### config.mk
export PLATFORM = sky130hd
export DESIGN_NAME = hazard_sched_flat
export DESIGN_NICKNAME = d
export VERILOG_FILES = /design/src/rtl/hazard_sched_if.sv /design/src/rtl/hazard_sched.sv /design/src/flat_wrapper.sv
export SDC_FILE = /design/constraint.sdc
export NUM_CORES = 1
export LEC_CHECK = 0
export ABC_AREA = 0
export CORE_MARGIN = 3
export CORE_UTILIZATION = 40
export CTS_BUF_LIST = sky130_fd_sc_hd__clkbuf_16
export DETAILED_ROUTE_END_ITERATION = 10
export GPL_ROUTABILITY_DRIVEN = 0
export PLACE_DENSITY = 0.87
export SYNTH_ARGS = -nofsm -noshare
export SYNTH_HDL_FRONTEND = slang
export SYNTH_SLANG_ARGS = --single-unit
### constraint.sdc
create_clock -name clk -period 2 [get_ports clk]
set_input_delay 0.4 -clock clk [delete_from_list [all_inputs] [get_ports clk]]
set_output_delay 0.4 -clock clk [all_outputs]
set_load 0.01 [all_outputs]
### src/rtl/hazard_sched_if.sv
// Hazard scheduler bundle: pipeline hazard inputs and stage control outputs.
// master = pipeline datapath side, slave = scheduler side.
interface hazard_sched_if;
  logic        id_valid;
  logic [4:0]  id_rs;
  logic [4:0]  id_rt;
  logic        id_uses_rt;
  logic        ex_memread;
  logic [4:0]  ex_rt;
  logic        ex_branch_taken;
  logic        mem_busy;

  logic        pc_write;
  logic        ifid_write;
  logic        ifid_flush;
  logic        idex_write;
  logic        idex_bubble;
  logic        exmem_hold;
  logic        mem_timeout;
  logic [15:0] stall_cnt;
  logic [15:0] flush_cnt;

  modport master (
    output id_valid, id_rs, id_rt, id_uses_rt,
    output ex_memread, ex_rt, ex_branch_taken,
    output mem_busy,
    input  pc_write, ifid_write, ifid_flush,
    input  idex_write, idex_bubble, exmem_hold,
    input  mem_timeout, stall_cnt, flush_cnt
  );

  modport slave (
    input  id_valid, id_rs, id_rt, id_uses_rt,
    input  ex_memread, ex_rt, ex_branch_taken,
    input  mem_busy,
    output pc_write, ifid_write, ifid_flush,
    output idex_write, idex_bubble, exmem_hold,
    output mem_timeout, stall_cnt, flush_cnt
  );
endinterface

### src/rtl/hazard_sched.sv
// Load-use / branch-flush / memory-freeze scheduler for the 5-stage core.
// Define HAZARD_PERF_EN to build the stall/flush performance counters.
module hazard_sched #(
  parameter int BR_PENALTY   = 1,
  parameter int MAX_MEM_WAIT = 15
) (
  input logic           clk,
  input logic           rst,
  hazard_sched_if.slave bus
);

  typedef enum logic [1:0] {
    RUN      = 2'd0,
    BR_FLUSH = 2'd1,
    MEM_WAIT = 2'd2
  } state_e;

  localparam logic [2:0] BR_INIT  = 3'(BR_PENALTY - 1);
  localparam logic [7:0] WAIT_LIM = 8'(MAX_MEM_WAIT - 1);

  state_e     state_q, state_d;
  state_e     ret_q, ret_d;
  state_e     eff_state;
  logic [2:0] br_cnt_q, br_cnt_d;
  logic [7:0] wait_cnt_q, wait_cnt_d;
  logic       tmo_q, tmo_d;
  logic       load_use;
  logic       tmo_hit;
  logic       stall_act;

  logic pc_w, ifid_w, ifid_f;
  logic idex_w, idex_b, hold;

  assign load_use = bus.id_valid
                  & bus.ex_memread
                  & (bus.ex_rt != 5'd0)
                  & ((bus.ex_rt == bus.id_rs)
                   | (bus.id_uses_rt
                    & (bus.ex_rt == bus.id_rt)));

  // Leaving MEM_WAIT acts as the saved state within the same cycle.
  assign eff_state =
    (state_q == MEM_WAIT && !bus.mem_busy)
      ? ret_q : state_q;

  assign tmo_hit = bus.mem_busy
                 & (wait_cnt_q == WAIT_LIM);

  always_ff @(posedge clk or posedge rst) begin
    if (rst) begin
      state_q    <= RUN;
      ret_q      <= RUN;
      br_cnt_q   <= 3'd0;
      wait_cnt_q <= 8'd0;
      tmo_q      <= 1'b0;
    end else begin
      state_q    <= state_d;
      ret_q      <= ret_d;
      br_cnt_q   <= br_cnt_d;
      wait_cnt_q <= wait_cnt_d;
      tmo_q      <= tmo_d;
    end
  end

  always_comb begin
    state_d  = state_q;
    ret_d    = ret_q;
    br_cnt_d = br_cnt_q;
    if (bus.mem_busy) begin
      state_d = MEM_WAIT;
      if (state_q != MEM_WAIT) ret_d = state_q;
    end else begin
      unique case (eff_state)
        RUN: begin
          state_d = RUN;
          if (bus.ex_branch_taken && BR_PENALTY > 1) begin
            state_d  = BR_FLUSH;
            br_cnt_d = BR_INIT;
          end
        end
        BR_FLUSH: begin
          br_cnt_d = br_cnt_q - 3'd1;
          state_d  = (br_cnt_q == 3'd1)
                   ? RUN : BR_FLUSH;
        end
        default: state_d = RUN;
      endcase
    end
  end

  always_comb begin
    wait_cnt_d = 8'd0;
    if (bus.mem_busy)
      wait_cnt_d = (wait_cnt_q == 8'hFF)
                 ? wait_cnt_q
                 : wait_cnt_q + 8'd1;
    tmo_d = tmo_q | tmo_hit;
  end

  always_comb begin
    pc_w      = 1'b1;
    ifid_w    = 1'b1;
    ifid_f    = 1'b0;
    idex_w    = 1'b1;
    idex_b    = 1'b0;
    hold      = 1'b0;
    stall_act = 1'b0;
    priority case (1'b1)
      rst: begin
        pc_w   = 1'b0;
        ifid_w = 1'b0;
        idex_w = 1'b0;
        ifid_f = 1'b1;
        idex_b = 1'b1;
      end
      bus.mem_busy: begin
        pc_w   = 1'b0;
        ifid_w = 1'b0;
        idex_w = 1'b0;
        hold   = 1'b1;
      end
      (eff_state == BR_FLUSH),
      bus.ex_branch_taken: begin
        ifid_f = 1'b1;
        idex_b = 1'b1;
      end
      load_use: begin
        pc_w      = 1'b0;
        ifid_w    = 1'b0;
        idex_b    = 1'b1;
        stall_act = 1'b1;
      end
      default: ;
    endcase
  end

  assign bus.pc_write    = pc_w;
  assign bus.ifid_write  = ifid_w;
  assign bus.ifid_flush  = ifid_f;
  assign bus.idex_write  = idex_w;
  assign bus.idex_bubble = idex_b;
  assign bus.exmem_hold  = hold;
  assign bus.mem_timeout = ~rst
                         & (tmo_q | tmo_hit);

`ifdef HAZARD_PERF_EN
  logic [15:0] stall_cnt_q;
  logic [15:0] flush_cnt_q;

  always_ff @(posedge clk or posedge rst) begin
    if (rst) begin
      stall_cnt_q <= 16'd0;
      flush_cnt_q <= 16'd0;
    end else begin
      if (stall_act && stall_cnt_q != 16'hFFFF)
        stall_cnt_q <= stall_cnt_q + 16'd1;
      if (ifid_f && flush_cnt_q != 16'hFFFF)
        flush_cnt_q <= flush_cnt_q + 16'd1;
    end
  end

  assign bus.stall_cnt = stall_cnt_q;
  assign bus.flush_cnt = flush_cnt_q;
`else
  assign bus.stall_cnt = 16'd0;
  assign bus.flush_cnt = 16'd0;
`endif

endmodule

### src/flat_wrapper.sv
// flat-port wrapper written by rule: the top's interface ports become plain ports
module hazard_sched_flat 
#(
  parameter int BR_PENALTY   = 1,
  parameter int MAX_MEM_WAIT = 15
)
  (clk, rst, bus_id_valid, bus_id_rs, bus_id_rt, bus_id_uses_rt, bus_ex_memread, bus_ex_rt, bus_ex_branch_taken, bus_mem_busy, bus_pc_write, bus_ifid_write, bus_ifid_flush, bus_idex_write, bus_idex_bubble, bus_exmem_hold, bus_mem_timeout, bus_stall_cnt, bus_flush_cnt);
  hazard_sched_if bus_i ();
  input logic clk;
  input logic rst;
  input wire logic [$bits(bus_i.id_valid)-1:0] bus_id_valid;
  input wire logic [$bits(bus_i.id_rs)-1:0] bus_id_rs;
  input wire logic [$bits(bus_i.id_rt)-1:0] bus_id_rt;
  input wire logic [$bits(bus_i.id_uses_rt)-1:0] bus_id_uses_rt;
  input wire logic [$bits(bus_i.ex_memread)-1:0] bus_ex_memread;
  input wire logic [$bits(bus_i.ex_rt)-1:0] bus_ex_rt;
  input wire logic [$bits(bus_i.ex_branch_taken)-1:0] bus_ex_branch_taken;
  input wire logic [$bits(bus_i.mem_busy)-1:0] bus_mem_busy;
  output wire logic [$bits(bus_i.pc_write)-1:0] bus_pc_write;
  output wire logic [$bits(bus_i.ifid_write)-1:0] bus_ifid_write;
  output wire logic [$bits(bus_i.ifid_flush)-1:0] bus_ifid_flush;
  output wire logic [$bits(bus_i.idex_write)-1:0] bus_idex_write;
  output wire logic [$bits(bus_i.idex_bubble)-1:0] bus_idex_bubble;
  output wire logic [$bits(bus_i.exmem_hold)-1:0] bus_exmem_hold;
  output wire logic [$bits(bus_i.mem_timeout)-1:0] bus_mem_timeout;
  output wire logic [$bits(bus_i.stall_cnt)-1:0] bus_stall_cnt;
  output wire logic [$bits(bus_i.flush_cnt)-1:0] bus_flush_cnt;
  assign bus_i.id_valid = bus_id_valid;
  assign bus_i.id_rs = bus_id_rs;
  assign bus_i.id_rt = bus_id_rt;
  assign bus_i.id_uses_rt = bus_id_uses_rt;
  assign bus_i.ex_memread = bus_ex_memread;
  assign bus_i.ex_rt = bus_ex_rt;
  assign bus_i.ex_branch_taken = bus_ex_branch_taken;
  assign bus_i.mem_busy = bus_mem_busy;
  assign bus_pc_write = bus_i.pc_write;
  assign bus_ifid_write = bus_i.ifid_write;
  assign bus_ifid_flush = bus_i.ifid_flush;
  assign bus_idex_write = bus_i.idex_write;
  assign bus_idex_bubble = bus_i.idex_bubble;
  assign bus_exmem_hold = bus_i.exmem_hold;
  assign bus_mem_timeout = bus_i.mem_timeout;
  assign bus_stall_cnt = bus_i.stall_cnt;
  assign bus_flush_cnt = bus_i.flush_cnt;
  hazard_sched #(.BR_PENALTY(BR_PENALTY), .MAX_MEM_WAIT(MAX_MEM_WAIT)) u_core (.clk(clk), .rst(rst), .bus(bus_i));
endmodule
==> flow_summary.ini, run 1 <==
[outcome]
status = finished with violations
violations = negative setup slack

[synth]
synth.top_cell.area_share_pct = 33.40
netlist_top_cells_count = 33 x buf_4, 16 x dfrtp_1, 10 x xor2_1
synth_edf_count = 0
synth.distinct_cells = 35
ys_seq_area_share_pct = 33.40
avgSynthCellArea_sq_um = 8.879
ys_ff_latch = 16
synthFlopType = dfrtp_1
yosys-top-cells-area = dfrtp_1 33%, buf_4 21%, xor2_1 7.3%
synth_top_area_cell = dfrtp_1
synthCells = 135
yosys_warnings = 0
async_flop_share_pct = 100.0
synth_area_sq_um = 1199
post-synth-top-count-cell = buf_4

[finish]
nFillCells = 264
drive_gt1_share_pct = 20.11
final_area_sq_um = 1549
antenna_cells = 0
fin_nets = 206
synthToLayoutAreaGrowth_pct = 29.23

[sta]
slew_viol_final = 0
finalHoldViolations = 0
timing.fmax_mhz = 499.7
min_period_over_period_pct = 100.1
fin_ws_ns = -0.001184
layout_min_cycle_time_ns = 2.001
grt_setup_unrepaired = true
fin_skew_ns = 0.0007488
worst_hold_slack_ns = 0.4530
finalSetupViolCount = 1

[setup_path]
cp-start-kind = input port
worstPathRequired_ns = 1.60
critical_path_class = in2out
cp_max_fo = 3
crit_arrival_ns = 1.60
cp-end-kind = output port

[routing]
vias = 960
wl_per_cell_um = 11.55
drc = 0
ant_nets = 0
drtIter0Drc = 33
wirelength_mm = 2.426
firstDrtPassIters = 4
vias_per_cell = 4.571

[global_route]
grt_pass1_vias = 856
grt_max_degree = 17
grt-ovfl-total = 0
track_usage_pct = 14.03
antenna_found_initial = 0
grt_pass1_wl_mm = 3.774

[placement]
dp_slack_ns = -0.8302
dpl-instance-area_sq_um = 1488
place_hpwl_mm = 1.862
io_buffers = 28

[floorplan]
ios = 61
initial_core_util_pct = 42.73
rows = 19
core_area_sq_um = 2805
die_w_um = 60.74
die_area_sq_um = 3689
die_h_um = 60.74

[power]
p_leak_nw = 0.8007
p_comb_share_pct = 23.1
power_density_nw_per_um2 = 655.4
sw_frac_of_total_pct = 27.60
clock_power_share_pct = 38.8
pwr-share-seq_pct = 38.1
netSwitchingPower_w = 0.0002803
finalPower_w = 0.001015
ir_worst_vdd_uv = 365.0
internal_power_w = 0.0007350

[clock_tree]
postCtsHoldBufs = 0
clkTransAtPathRegs_ns = 0.05
cts-buffers-inserted = 3
cts-root-buf = clkbuf_16
cts_buffer_depth = 2
cts_tree = done
cts.sinks = 16
insertion_delay_ns = 0.25
htree_levels = 1

[flow_run]
maxCapViolCount = 0

[hold_path]
min_path_type = reg2reg
-- flip-flops by register name, summed over array words and instances (netlist names) --
signal	count
u_core.wait_cnt_q	8
u_core.state_q	2
u_core.tmo_q	1
u_core.ret_q	2
u_core.br_cnt_q	3
-- area by class of cell --
class	count	area [sq um]	share of cell area [%]
clock buffer	3	75.07	4.847
clock inverter	1	3.754	0.2423
sequential	16	400.4	25.85
inverter	10	37.54	2.423
timing repair buffer	43	339.1	21.89
tap	31	38.79	2.504
multi-input combinational	106	654.4	42.25
-- power groups by stage --
stage / logic (W) / registers, W / clock network, W
after floorplan: 0.000186 / 0.000390 / 0
after global placement: 0.000232 / 0.000391 / 0
after detailed placement: 0.000245 / 0.000393 / 0
after CTS: 0.000233 / 0.000388 / 0.000402
after global routing: 0.000265 / 0.000392 / 0.000421
final: 0.000234 / 0.000387 / 0.000394
-- critical path, cell delays in order --
cell and delay (ns):
buf_8 0.10, xor2_2 0.16, nor4_2 0.26, a32oi_1 0.16, o41ai_1 0.33, buf_2 0.18
-- cells in the final DEF, fill, tap and decap left out, types with 4 or more instances in the layout --
cell type and count:
o21ai_0 4, clkdlybuf4s50_1 5, nor2_1 7, a21oi_1 7, ha_1 4, nand2_1 8
buf_2 8, buf_4 14, conb_1 32, inv_1 9, dfrtp_1 16, xor2_1 8
dlygate4sd2_1 10
-- metrics by stage --
step	std cells	util, %	setup TNS (ns)
floorplan	166	-	0
global placement	205	53.03	-3.834
detailed placement	205	53.03	-3.858
CTS	210	54.82	0
global route	210	55.22	-0.1714
finish	210	55.22	-0.001184
-- worst paths after layout --
| path | from | endpoint | slack, ns | cells after the start |
|---|---|---|---|---|
| worst max-delay path | bus_ex_rt[1] | bus_idex_bubble | -0.001 | 6 |
| worst min-delay path | u_core.tmo_q | u_core.tmo_q | 0.45 | 1 |
| worst min register to register | u_core.tmo_q | u_core.tmo_q | 0.45 | 1 |
| max in group asynchronous | rst | u_core.state_q[1] | 1.13 | 4 |
| worst max register to register | u_core.wait_cnt_q[0] | u_core.wait_cnt_q[0] | 0.33 | 7 |
| min in group asynchronous | rst | u_core.wait_cnt_q[6] | 0.69 | 4 |
-- per-layer routing --
| metal | routed length, um | GRT usage [%] | share of wire [%] |
|---|---|---|---|
| met1 | 1009 | 17.86 | 42 |
| met2 | 1194 | 21.83 | 49 |
| met3 | 169 | 2.979 | 7.0 |
| met4 | 53 | 8.359 | 2.2 |
| met5 | 0 | 0 | 0 |
-- cells by family after synthesis --
logic type	after synthesis	synth area share, %
buffers and inverters	44	24.11
AND/OR/NAND/NOR	33	14.93
AO/OA/AOI/OAI	23	12.73
flip-flops	16	33.40
XOR/XNOR	13	9.499
adder cells (fa/ha/maj)	4	4.176
other	1	0.3129
multiplexers	1	0.8351
-- what timing repair did --
| action | in CTS | in global routing |
|---|---|---|
| endpoints found under the setup margin | 7 | 5 |
| resized for setup | 56 | 10 |
| buffers inserted | 1 | 0 |
| pin swaps | 13 | 6 |
No activity file was read; power rests on OpenSTA's default activity.
==> run 2, diff against run 1 <==
--- a/config.mk
+++ b/config.mk
@@ -6,9 +6,12 @@
 export NUM_CORES = 1
 export LEC_CHECK = 0
 export ABC_AREA = 0
+export CAP_MARGIN = 40
+export CORE_ASPECT_RATIO = 0.7
 export CORE_MARGIN = 3
 export CORE_UTILIZATION = 40
 export CTS_BUF_LIST = sky130_fd_sc_hd__clkbuf_16
+export CTS_CLUSTER_DIAMETER = 120
 export DETAILED_ROUTE_END_ITERATION = 10
 export GPL_ROUTABILITY_DRIVEN = 0
 export PLACE_DENSITY = 0.87
==> flow_summary.ini, run 2 (synthesis gave the netlist of run 1 again) <==
[outcome]
status = finished with violations
violations = negative setup slack

[floorplan]
die_h_um = 51.80
die_area_sq_um = 3700
die_w_um = 71.43
ios = 61
core_area_sq_um = 2646
rows = 15
initial_core_util_pct = 45.30

[routing]
ant_nets = 0
vias = 997
vias_per_cell = 4.637
wl_per_cell_um = 13.88
drc = 0
drtIter0Drc = 30
firstDrtPassIters = 4
wirelength_mm = 2.985

[hold_path]
min_path_type = reg2reg

[setup_path]
cp_max_fo = 2
worstPathRequired_ns = 1.60
critical_path.cell_chain = clkdlybuf4s50_1 -> inv_1 -> o211ai_1 -> o41a_1 -> buf_2
cp-start-kind = input port
critical-path-slowest-cell = o41a_1
crit_arrival_ns = 1.63
reg2reg_setup_slack_ns = 0.36
critical_path_class = in2out
cp-end-kind = output port
cpPeakStageDelay_ns = 0.46

[sta]
timing.fmax_mhz = 493.7
grt_setup_unrepaired = true
fin_skew_ns = 0.002360
tns_ns = -0.05814
min_period_over_period_pct = 101.3
fin_ws_ns = -0.02545
layout_min_cycle_time_ns = 2.025
slew_viol_final = 0
finalHoldViolations = 0
worst_hold_slack_ns = 0.4701
finalSetupViolCount = 3

[power]
finalPower_w = 0.001026
ir_worst_vdd_uv = 504.0
p_leak_nw = 0.8249
power_density_nw_per_um2 = 640.8
p_comb_share_pct = 24.0
sw_frac_of_total_pct = 28.06
clock_power_share_pct = 38.1
netSwitchingPower_w = 0.0002880
internal_power_w = 0.0007383
pwr-share-seq_pct = 37.9

[finish]
multi_input_area_sq_um = 679.4
reg_top3 = u_core.wait_cnt_q x8, u_core.br_cnt_q x3
fin_nets = 208
antenna_cells = 0
synthToLayoutAreaGrowth_pct = 33.61
drive_gt1_share_pct = 23.20
regArea_sq_um = 400.4
regMostFlops = u_core.wait_cnt_q
instances_no_fill = 215
final_common_cell = conb_1
largest_reg_flops = 8
nFillCells = 237
final_cell_mix = 32 x conb_1, 16 x buf_4, 16 x dfrtp_1

[clock_tree]
postCtsHoldBufs = 0
cts.sinks = 16
insertion_delay_ns = 0.25
htree_levels = 1
clkTransAtPathRegs_ns = 0.05
cts-buffers-inserted = 3
cts_tree = done
cts-root-buf = clkbuf_16
cts_buffer_depth = 2

[global_route]
grt_pass1_wl_mm = 4.560
grt_max_degree = 17
grt_pass1_vias = 939
antenna_found_initial = 0
track_usage_pct = 16.13
grt-ovfl-total = 0

[placement]
io_buffers = 28
place_inst = 208
place_hpwl_mm = 2.287

[flow_run]
maxCapViolCount = 0
[run 2: timing repair]
action	in CTS	in global routing
gates resized for setup	60	15
cloned	0	0
buffers inserted	2	1
pin swaps	14	3
hold endpoints to repair	0	0
setup endpoints to repair	7	5
[run 2: final timing paths]
kind                                      start                   end  cells after the start
max reg2reg                u_core.wait_cnt_q[0]  u_core.wait_cnt_q[2]                      8
max in group asynchronous                   rst     u_core.state_q[0]                      4
max                         bus_ex_branch_taken        bus_ifid_write                      5
min                          u_core.br_cnt_q[2]    u_core.br_cnt_q[2]                      1
min in group asynchronous                   rst  u_core.wait_cnt_q[2]                      4
min reg2reg                  u_core.br_cnt_q[2]    u_core.br_cnt_q[2]                      1
[run 2: stage by stage]
step	util [%]	setup slack [ns]	cell area, sq um
floorplan	-	0.03788	1315
global placement	56.36	-0.8180	1491
detailed placement	56.36	-0.8823	1491
CTS	58.96	0.002766	1560
global route	60.52	-0.09495	1602
finish	60.52	-0.02545	1602
[run 2: area by class of cell]
class                           instances  share of cell area, %
Tap cell                               34                  2.656
Sequential cell                        16                  25.00
Inverter                               10                  2.422
Clock buffer                            3                  4.687
Timing Repair Buffer                   45                  22.58
Clock inverter                          1                 0.2344
Multi-Input combinational cell        106                  42.42
[run 2: critical path, delay by kind of cell]
family                 cells  cell delay (ns)
buffers and inverters      3             0.64
AO/OA/AOI/OAI              2             0.58
[run 2: per-layer routing]
metal  vias to the layer above  wire length [um]  GRT usage [%]
li1                        481                 -              -
met1                       466              1363          24.16
met2                        44              1369          22.26
met3                         6               162          3.861
met4                         0                91          5.625
met5                         -                 0              0
[run 2: power groups by stage]
stage / registers, W / clock network [W] / logic [W]
2_1_floorplan: 0.000390 / 0 / 0.000186
3_3_place_gp: 0.000391 / 0 / 0.000236
3_5_place_dp: 0.000393 / 0 / 0.000244
4_1_cts: 0.000389 / 0.000397 / 0.000233
5_1_grt: 0.000395 / 0.000410 / 0.000279
6_report: 0.000389 / 0.000391 / 0.000246
